[config.mk]
export PLATFORM = sky130hd
export DESIGN_NAME = id_ex_pipe_reg
export DESIGN_NICKNAME = d
export VERILOG_FILES = /design/src/rtl/id_ex_pipe_reg_pkg.sv /design/src/rtl/id_ex_pipe_reg_sat_counter.sv /design/src/rtl/id_ex_pipe_reg.sv
export SDC_FILE = /design/constraint.sdc
export NUM_CORES = 1
export LEC_CHECK = 0
export CAP_MARGIN = 20
export CELL_PAD_IN_SITES_DETAIL_PLACEMENT = 1
export CELL_PAD_IN_SITES_GLOBAL_PLACEMENT = 2
export CORE_UTILIZATION = 22
export DETAILED_ROUTE_END_ITERATION = 10
export GPL_TIMING_DRIVEN = 0
export MAX_ROUTING_LAYER = met4
export PLACE_DENSITY = 0.86
export SLEW_MARGIN = 0
export SYNTH_ARGS = -nofsm -noshare
export SYNTH_HDL_FRONTEND = slang
export SYNTH_SLANG_ARGS = --single-unit
[constraint.sdc]
create_clock -name clk -period 1.62 [get_ports clk]
set_input_delay 0.405 -clock clk [delete_from_list [all_inputs] [get_ports clk]]
set_output_delay 0.405 -clock clk [all_outputs]
set_load 0.03 [all_outputs]
[src/rtl/id_ex_pipe_reg_pkg.sv]
// Shared ID/EX definitions: control-bundle layout, ALU op encodings and the bubble constant.
// The ctrl bundle is {RegWrite,MemRead,MemWrite,MemtoReg,ALUSrc,RegDst,ALUOp}.
package id_ex_pipe_reg_pkg;

  localparam int ALUOP_W_DEF = 4;
  localparam int CTRL_FLAG_N = 6;
  localparam int CTRL_W      = CTRL_FLAG_N + ALUOP_W_DEF;

  localparam int CTRL_REGWRITE  = CTRL_W - 1;
  localparam int CTRL_MEMREAD   = CTRL_W - 2;
  localparam int CTRL_MEMWRITE  = CTRL_W - 3;
  localparam int CTRL_MEMTOREG  = CTRL_W - 4;
  localparam int CTRL_ALUSRC    = CTRL_W - 5;
  localparam int CTRL_REGDST    = CTRL_W - 6;
  localparam int CTRL_ALUOP_MSB = ALUOP_W_DEF - 1;
  localparam int CTRL_ALUOP_LSB = 0;

  localparam logic [CTRL_W-1:0] CTRL_BUBBLE = '0;

  typedef enum logic [ALUOP_W_DEF-1:0] {
    ALUOP_ADD = 4'd0,
    ALUOP_SUB = 4'd1,
    ALUOP_AND = 4'd2,
    ALUOP_OR  = 4'd3,
    ALUOP_SLT = 4'd4
  } alu_op_e;

  // MemRead position for an arbitrary ALUOp width (flags sit directly above ALUOp).
  function automatic int ctrl_memread_bit(input int aluop_w);
    return aluop_w + 4;
  endfunction

endpackage

[src/rtl/id_ex_pipe_reg_sat_counter.sv]
// Saturating up-counter: increments on inc, sticks at all-ones, cleared by synchronous reset.
module sat_counter #(
  parameter int W = 16
) (
  input  logic         clk,
  input  logic         reset_n,
  input  logic         inc,
  output logic [W-1:0] count
);

  logic [W-1:0] count_q;
  logic [W-1:0] count_d;

  always_comb begin
    count_d = count_q;
    if (inc && (count_q != '1)) count_d = count_q + W'(1);
  end

  always_ff @(posedge clk) begin
    if (!reset_n) count_q <= '0;
    else          count_q <= count_d;
  end

  assign count = count_q;

endmodule

[src/rtl/id_ex_pipe_reg.sv]
// ID/EX pipeline register with bubble/flush/hold control and the responder side of the
// load-use stall handshake; also counts inserted bubbles and applied flushes.
module id_ex_pipe_reg
  import id_ex_pipe_reg_pkg::*;
#(
  parameter int DATA_W  = 16,
  parameter int REG_W   = 2,
  parameter int ALUOP_W = ALUOP_W_DEF,
  parameter int CNT_W   = 16
) (
  input  logic                       clk,
  input  logic                       reset_n,
  input  logic                       InsertBubble,
  input  logic                       Flush,
  input  logic                       Hold,
  input  logic                       id_valid,
  input  logic [DATA_W-1:0]          id_pc,
  input  logic [DATA_W-1:0]          id_rs_data,
  input  logic [DATA_W-1:0]          id_rt_data,
  input  logic [DATA_W-1:0]          id_imm,
  input  logic [REG_W-1:0]           id_rs,
  input  logic [REG_W-1:0]           id_rt,
  input  logic [REG_W-1:0]           id_rd,
  input  logic [CTRL_FLAG_N+ALUOP_W-1:0] id_ctrl,
  output logic                       ex_valid,
  output logic [DATA_W-1:0]          ex_pc,
  output logic [DATA_W-1:0]          ex_rs_data,
  output logic [DATA_W-1:0]          ex_rt_data,
  output logic [DATA_W-1:0]          ex_imm,
  output logic [REG_W-1:0]           ex_rs,
  output logic [REG_W-1:0]           ex_rt,
  output logic [REG_W-1:0]           ex_rd,
  output logic [CTRL_FLAG_N+ALUOP_W-1:0] ex_ctrl,
  output logic                       ID_EX_MemRead,
  output logic [CNT_W-1:0]           bubble_count,
  output logic [CNT_W-1:0]           flush_count
);

  localparam int CW     = CTRL_FLAG_N + ALUOP_W;
  localparam int MR_BIT = ctrl_memread_bit(ALUOP_W);

  logic              valid_q,   valid_d;
  logic [DATA_W-1:0] pc_q,      pc_d;
  logic [DATA_W-1:0] rs_data_q, rs_data_d;
  logic [DATA_W-1:0] rt_data_q, rt_data_d;
  logic [DATA_W-1:0] imm_q,     imm_d;
  logic [REG_W-1:0]  rs_q,      rs_d;
  logic [REG_W-1:0]  rt_q,      rt_d;
  logic [REG_W-1:0]  rd_q,      rd_d;
  logic [CW-1:0]     ctrl_q,    ctrl_d;
  logic              bubble_inc;

  // Priority Flush > Hold > InsertBubble > load. A bubble is an all-zero slot, so it can never
  // read as MemRead: the hazard unit's InsertBubble is answered on the next edge and drops itself.
  always_comb begin
    valid_d   = valid_q;
    pc_d      = pc_q;
    rs_data_d = rs_data_q;
    rt_data_d = rt_data_q;
    imm_d     = imm_q;
    rs_d      = rs_q;
    rt_d      = rt_q;
    rd_d      = rd_q;
    ctrl_d    = ctrl_q;
    if (Flush || (!Hold && InsertBubble)) begin
      valid_d   = 1'b0;
      pc_d      = '0;
      rs_data_d = '0;
      rt_data_d = '0;
      imm_d     = '0;
      rs_d      = '0;
      rt_d      = '0;
      rd_d      = '0;
      ctrl_d    = CW'(CTRL_BUBBLE);
    end else if (!Hold) begin
      valid_d   = id_valid;
      pc_d      = id_pc;
      rs_data_d = id_rs_data;
      rt_data_d = id_rt_data;
      imm_d     = id_imm;
      rs_d      = id_rs;
      rt_d      = id_rt;
      rd_d      = id_rd;
      ctrl_d    = id_ctrl;
    end
  end

  always_ff @(posedge clk) begin
    if (!reset_n) begin
      valid_q   <= 1'b0;
      pc_q      <= '0;
      rs_data_q <= '0;
      rt_data_q <= '0;
      imm_q     <= '0;
      rs_q      <= '0;
      rt_q      <= '0;
      rd_q      <= '0;
      ctrl_q    <= '0;
    end else begin
      valid_q   <= valid_d;
      pc_q      <= pc_d;
      rs_data_q <= rs_data_d;
      rt_data_q <= rt_data_d;
      imm_q     <= imm_d;
      rs_q      <= rs_d;
      rt_q      <= rt_d;
      rd_q      <= rd_d;
      ctrl_q    <= ctrl_d;
    end
  end

  // Only a bubble that actually lands is counted (not under Flush or Hold).
  assign bubble_inc = InsertBubble && !Flush && !Hold;

  sat_counter #(.W(CNT_W)) u_bubble_cnt (
    .clk     (clk),
    .reset_n (reset_n),
    .inc     (bubble_inc),
    .count   (bubble_count)
  );

  sat_counter #(.W(CNT_W)) u_flush_cnt (
    .clk     (clk),
    .reset_n (reset_n),
    .inc     (Flush),
    .count   (flush_count)
  );

  assign ex_valid      = valid_q;
  assign ex_pc         = pc_q;
  assign ex_rs_data    = rs_data_q;
  assign ex_rt_data    = rt_data_q;
  assign ex_imm        = imm_q;
  assign ex_rs         = rs_q;
  assign ex_rt         = rt_q;
  assign ex_rd         = rd_q;
  assign ex_ctrl       = ctrl_q;
  assign ID_EX_MemRead = valid_q & ctrl_q[MR_BIT];

endmodule
=== After elaboration in Yosys (flattened, before gate mapping) ===
Cells that the tools add are included.

* Reduce and logical (&&, ||, !) cells: 9
* Equal/unequal tests: 2
* Bitwise operators: 2
* $add $sub $neg: 2

{| class="wikitable"
|+ Operators with widths
! operator !! count
|-
| $add A16 B1 Y16 const B || 2
|-
| $ne A16 B16 Y1 const B || 2
|-
| $logic_and A1 B1 Y1 || 5
|-
| $logic_not A1 Y1 || 2
|-
| $reduce_or A2 Y1 || 1
|-
| $and A1 B1 Y1 || 1
|-
| $logic_or A1 B1 Y1 || 1
|-
| $not A1 Y1 || 1
|}

* Input bits: 86
* Logic and storage cells: 26
* Register bits after elaboration: 113
* Output and inout port bits: 114

=== Longest topological paths before layout ===
Gate-level depths: netlist (run 1).

* Word-level depth: 4
* Depth in mapped cells: 5
* Mapped depth without buffers: 5

=== Cells and area by module ===
Synthesis (run 1) repeated with hierarchy kept, for this count alone.

* Cell total of the unflattened synthesis: 557
* Area total of the unflattened synthesis: 4963.5 um^2

{| class="wikitable"
|+ By module, submodules not included
! module !! times used !! sequential area each (um^2) !! cells each !! area an instance (um^2)
|-
| id_ex_pipe_reg || 1 || 1621.6 || 363 || 3289.4
|-
| sat_counter || 2 || 320.3 || 97 || 837.1
|}

=== Worst setup path before layout (run 1) ===
No wires, ideal clock.

* Kind: register -> register
* Start point: register u_bubble_cnt.count_q[0] (netlist: u_bubble_cnt.count[0])
* End point: register u_bubble_cnt.count_q[0] (netlist: u_bubble_cnt.count[0])
* Data arrival time: 1.743 ns
* Cell stages (with the launch flop): 6
* Buffers on the path: 0
* Setup time: 0.126 ns
* Period minus slack after synthesis: 1.869 ns
* Slack: -0.249 ns
* Required time: 1.494 ns
* Path through: dfxtp_1 -> ha_1 -> inv_1 -> nor4_4 -> a21boi_1 -> mux2i_1

* Word-level cells in the longest chain between the ends: 2
* Elaborated cells between the ends (all ways): 3
* Classes of those cells: add/sub: 1; eq/ne: 1; reduce/logical: 1

{| class="wikitable"
|+ RTL lines
! element !! RTL line !! source
|-
| start: declaration || id_ex_pipe_reg_sat_counter.sv:11 || <nowiki>logic [W-1:0] count_q;</nowiki>
|-
| start signal: assignment || id_ex_pipe_reg_sat_counter.sv:21 || <nowiki>else count_q <= count_d;</nowiki>
|-
| branches (longest 2 deep; another with $add A16 B1 Y16) || - ||
|}

Several ways; the timed one is not identified.
A chain may end at the register's enable or synchronous reset.

=== Worst setup path after layout (run 1) ===
* Start point: register u_flush_cnt.count_q[5] (netlist: u_flush_cnt.count[5])
* End point: register u_flush_cnt.count_q[15] (netlist: u_flush_cnt.count[15])

* Word-level cells in the longest chain between the ends: 2
* Elaborated cells between the ends (all ways): 3
* Classes of those cells: add/sub: 1; eq/ne: 1; reduce/logical: 1

{| class="wikitable"
|+ RTL lines
! element !! RTL line
|-
| start: declaration || id_ex_pipe_reg_sat_counter.sv:11
|-
| start signal: assignment || id_ex_pipe_reg_sat_counter.sv:21
|-
| branches (longest 2 deep; another with $add A16 B1 Y16) || -
|}

Several ways; the timed one is not identified.

==> reports/metrics.cfg, run 1 <==
[synthesis]
synthDominantCellAreaShare = 0.498
syn_nets = 548
synthTopCellsByCount = dfxtp_1, mux2i_1, nor2_1
yosysWarnings = 0
yosysTopAreaCell = dfxtp_1
synth_area_leaders = dfxtp_1, mux2i_1, nor2_1
synth_flop_cell = dfxtp_1
synthDistinctLibCells = 44
avgSynthCellArea_um2 = 9.88
synth-seq-area-share = 0.498
synth_edf_count = 0
netlist_instances = 460
async_reset_ff_frac = 0
synth-seq-cells = 113
synth.most_common_cell = dfxtp_1
netlist_area_um2 = 4550

[final_layout]
area_growth_pct = 69.2
fin_area_um2 = 7690
antenna_cells = 0
seqCellArea_um2 = 2320
layout.nets = 783
multi_input_area_um2 = 2320
fillers = 2275
drive_above_1_share = 0.222
fin_util = 0.380

[sta]
setup_ws_ns = 0.00542
hold_viol = 0
tns_ns = 0
holdWs_ns = 0.469
fmax_ghz = 0.619
min_period_over_period = 0.997
drv_slew = 0
setup_viol = 0
tightest_slew_ns = 0.432
post-route-min-period_ns = 1.61
maxSlewHeadroom = 0.709
skew_ns = 0.00302
rsz0062_at_grt = true

[clock_network]
clk_latency_ns = 0.41
htreeDepth = 4
clkTransAtPathRegs_ns = 0.06
clockRootBuffer = clkbuf_16
cts_tree = yes
hold_buffers = 0
cts.sinks = 113
clockBufferDepth = 2
cts_buffers = 17

[setup_path]
crit_type = flop to flop
crit_chain = and4_1 -> nand4_1 -> buf_4 -> nor4b_4 -> mux2i_1
cp-start-kind = flop
slowest_delay_ns = 0.42
required_ns = 1.95
end_kind = flop
cpMaxStageDelayCell = dfxtp_2
arrival_ns = 1.95
critPathMaxFanout = 8

[detailed_routing]
antenna_left = 0
initialDrtViolationCount = 102
viasPerCell = 4.43
vias = 4327
route.detailed.drc = 0
drt_pass1_iterations = 4
wl_per_cell_um = 15.9
drt_wl_total_mm = 15.5

[placement]
place_congestion = 0.758
hpwl_mm = 10.7
io_buffers = 199
preCtsSetupSlack_ns = -1.13
post_dp_cell_area_um2 = 6910

[die]
io_pins = 200
dieHeight_um = 146
fp.coreArea_um2 = 20200
die_area_um2 = 21200
initial_core_util = 0.225
fp.dieW_um = 146
num_rows = 52

[grt]
antenna_found_initial = 0
grt_overflow = 0
grt_pass1_wl_mm = 23.8
grt_max_degree = 17
grt_pass1_vias = 4419
grt_util_all_layers = 0.149

[pwr]
vdd_drop_max_mv = 0.617
p_leak_uw = 0.00332
powerDensity_nw_per_um2 = 936

[status]
status = finished clean

[job]
drv_cap = 0

[hold_path]
min_path_type = input pin to flop

metal layers:
metal	track usage	vias to the layer above	share of wire
li1	-	2096	-
met3	0.0674	8	0.087
met4	0.0379	0	0.0081
met2	0.245	148	0.49
met5	-	-	0
met1	0.162	2075	0.42
final timing paths:
path | cells after the start | end | slack, ns | start
worst min-delay path | 3 | u_flush_cnt.count[2] | 0.47 | Flush
worst max register to register | 5 | u_flush_cnt.count[15] | 0.005 | u_flush_cnt.count[5]
worst max-delay path | 5 | u_flush_cnt.count[15] | 0.005 | u_flush_cnt.count[5]
worst min register to register | 2 | ex_rt_data[2] | 0.49 | ex_rt_data[2]
final cells by class:
| cell class | instances | share of cell area |
|---|---|---|
| timing repair buffer | 216 | 0.258 |
| sequential | 113 | 0.302 |
| clock inverter | 12 | 0.0146 |
| clock buffer | 19 | 0.0576 |
| inverter | 5 | 0.00260 |
| buffer | 22 | 0.0205 |
| tap | 270 | 0.0439 |
| multi-input combinational | 320 | 0.301 |
report_power, final:
part	switching (µW)	total (µW)	leakage [µW]	internal [µW]
logic	375	761	0.00212	386
clock network	1420	3560	0.000257	2140
registers	40.1	2870	0.000934	2830
cells by family (layout without fill, tap and decap cells):
family | count (synthesis) | after routing | share of synthesized area
compound gates | 38 | 38 | 0.0540
xor+xnor | 1 | 1 | 0.00193
fa+ha+maj | 2 | 2 | 0.00550
buf+inv | 27 | 274 | 0.0228
flops | 113 | 113 | 0.498
mux | 94 | 94 | 0.207
simple gates | 185 | 185 | 0.211
registers in the layout (all words and copies together) (netlist names):
name / flops
ex_imm: 16
ex_pc: 16
ex_rs_data: 16
ex_rt_data: 16
u_bubble_cnt.count: 16
u_flush_cnt.count: 16
ex_ctrl: 10
ex_rd: 2
ex_rs: 2
ex_rt: 2
ex_valid: 1
what timing repair did:
action                                  in CTS  in global routing
buffers inserted                            10                  7
endpoints found under the setup margin     227                 61
gates resized for setup                    209                 69
pin swaps                                    6                  8
worst max-delay path, delay by kind of cell (launching register included):
family / cells / cell delay (ns)
mux: 1 / 0.20
buf+inv: 1 / 0.22
simple gates: 3 / 0.69
flops: 1 / 0.42
per-stage QoR:
stage	power (µW)	instances
5_1_grt	7510	977
4_1_cts	7350	970
2_1_floorplan	3300	460
3_3_place_gp	3720	929
6_report	7200	977
3_5_place_dp	3720	929
cells in the final DEF, fill, tap and decap left out, drive strengths merged, types with 2 or more instances in the layout:
cell           synthesis  layout
a211oi                 2       2
a21oi                 13      13
a31oi                  3       3
and2                   5       5
and3                   4       4
and4                   3       3
buf                    3      21
clkbuf                19      53
clkdlybuf4s15          0      42
clkdlybuf4s50          0      82
clkinv                 1       6
clkinvlp               0       5
dfxtp                113     113
dlygate4sd2            0      59
ha                     2       2
inv                    4       5
mux2i                 94      94
nand2                 26      26
nand2b                11      11
nand3                 11      11
nand4                 11      11
nor2                  86      86
nor3                   5       5
nor4                   9       9
o21ai                  5       5
o31ai                  7       7
or2                    2       2
or3                    3       3
or4                    6       6
(Power assumes the default switching activity.)
==> run 2: changes to the inputs <==
--- a/config.mk
+++ b/config.mk
@@ -13,7 +13,7 @@
 export GPL_TIMING_DRIVEN = 0
 export MAX_ROUTING_LAYER = met4
 export PLACE_DENSITY = 0.86
-export SLEW_MARGIN = 0
+export SLEW_MARGIN = 20
 export SYNTH_ARGS = -nofsm -noshare
 export SYNTH_HDL_FRONTEND = slang
 export SYNTH_SLANG_ARGS = --single-unit
==> results of run 2 <==
No change in the layout: final DEF, timing and power equal those of run 1.
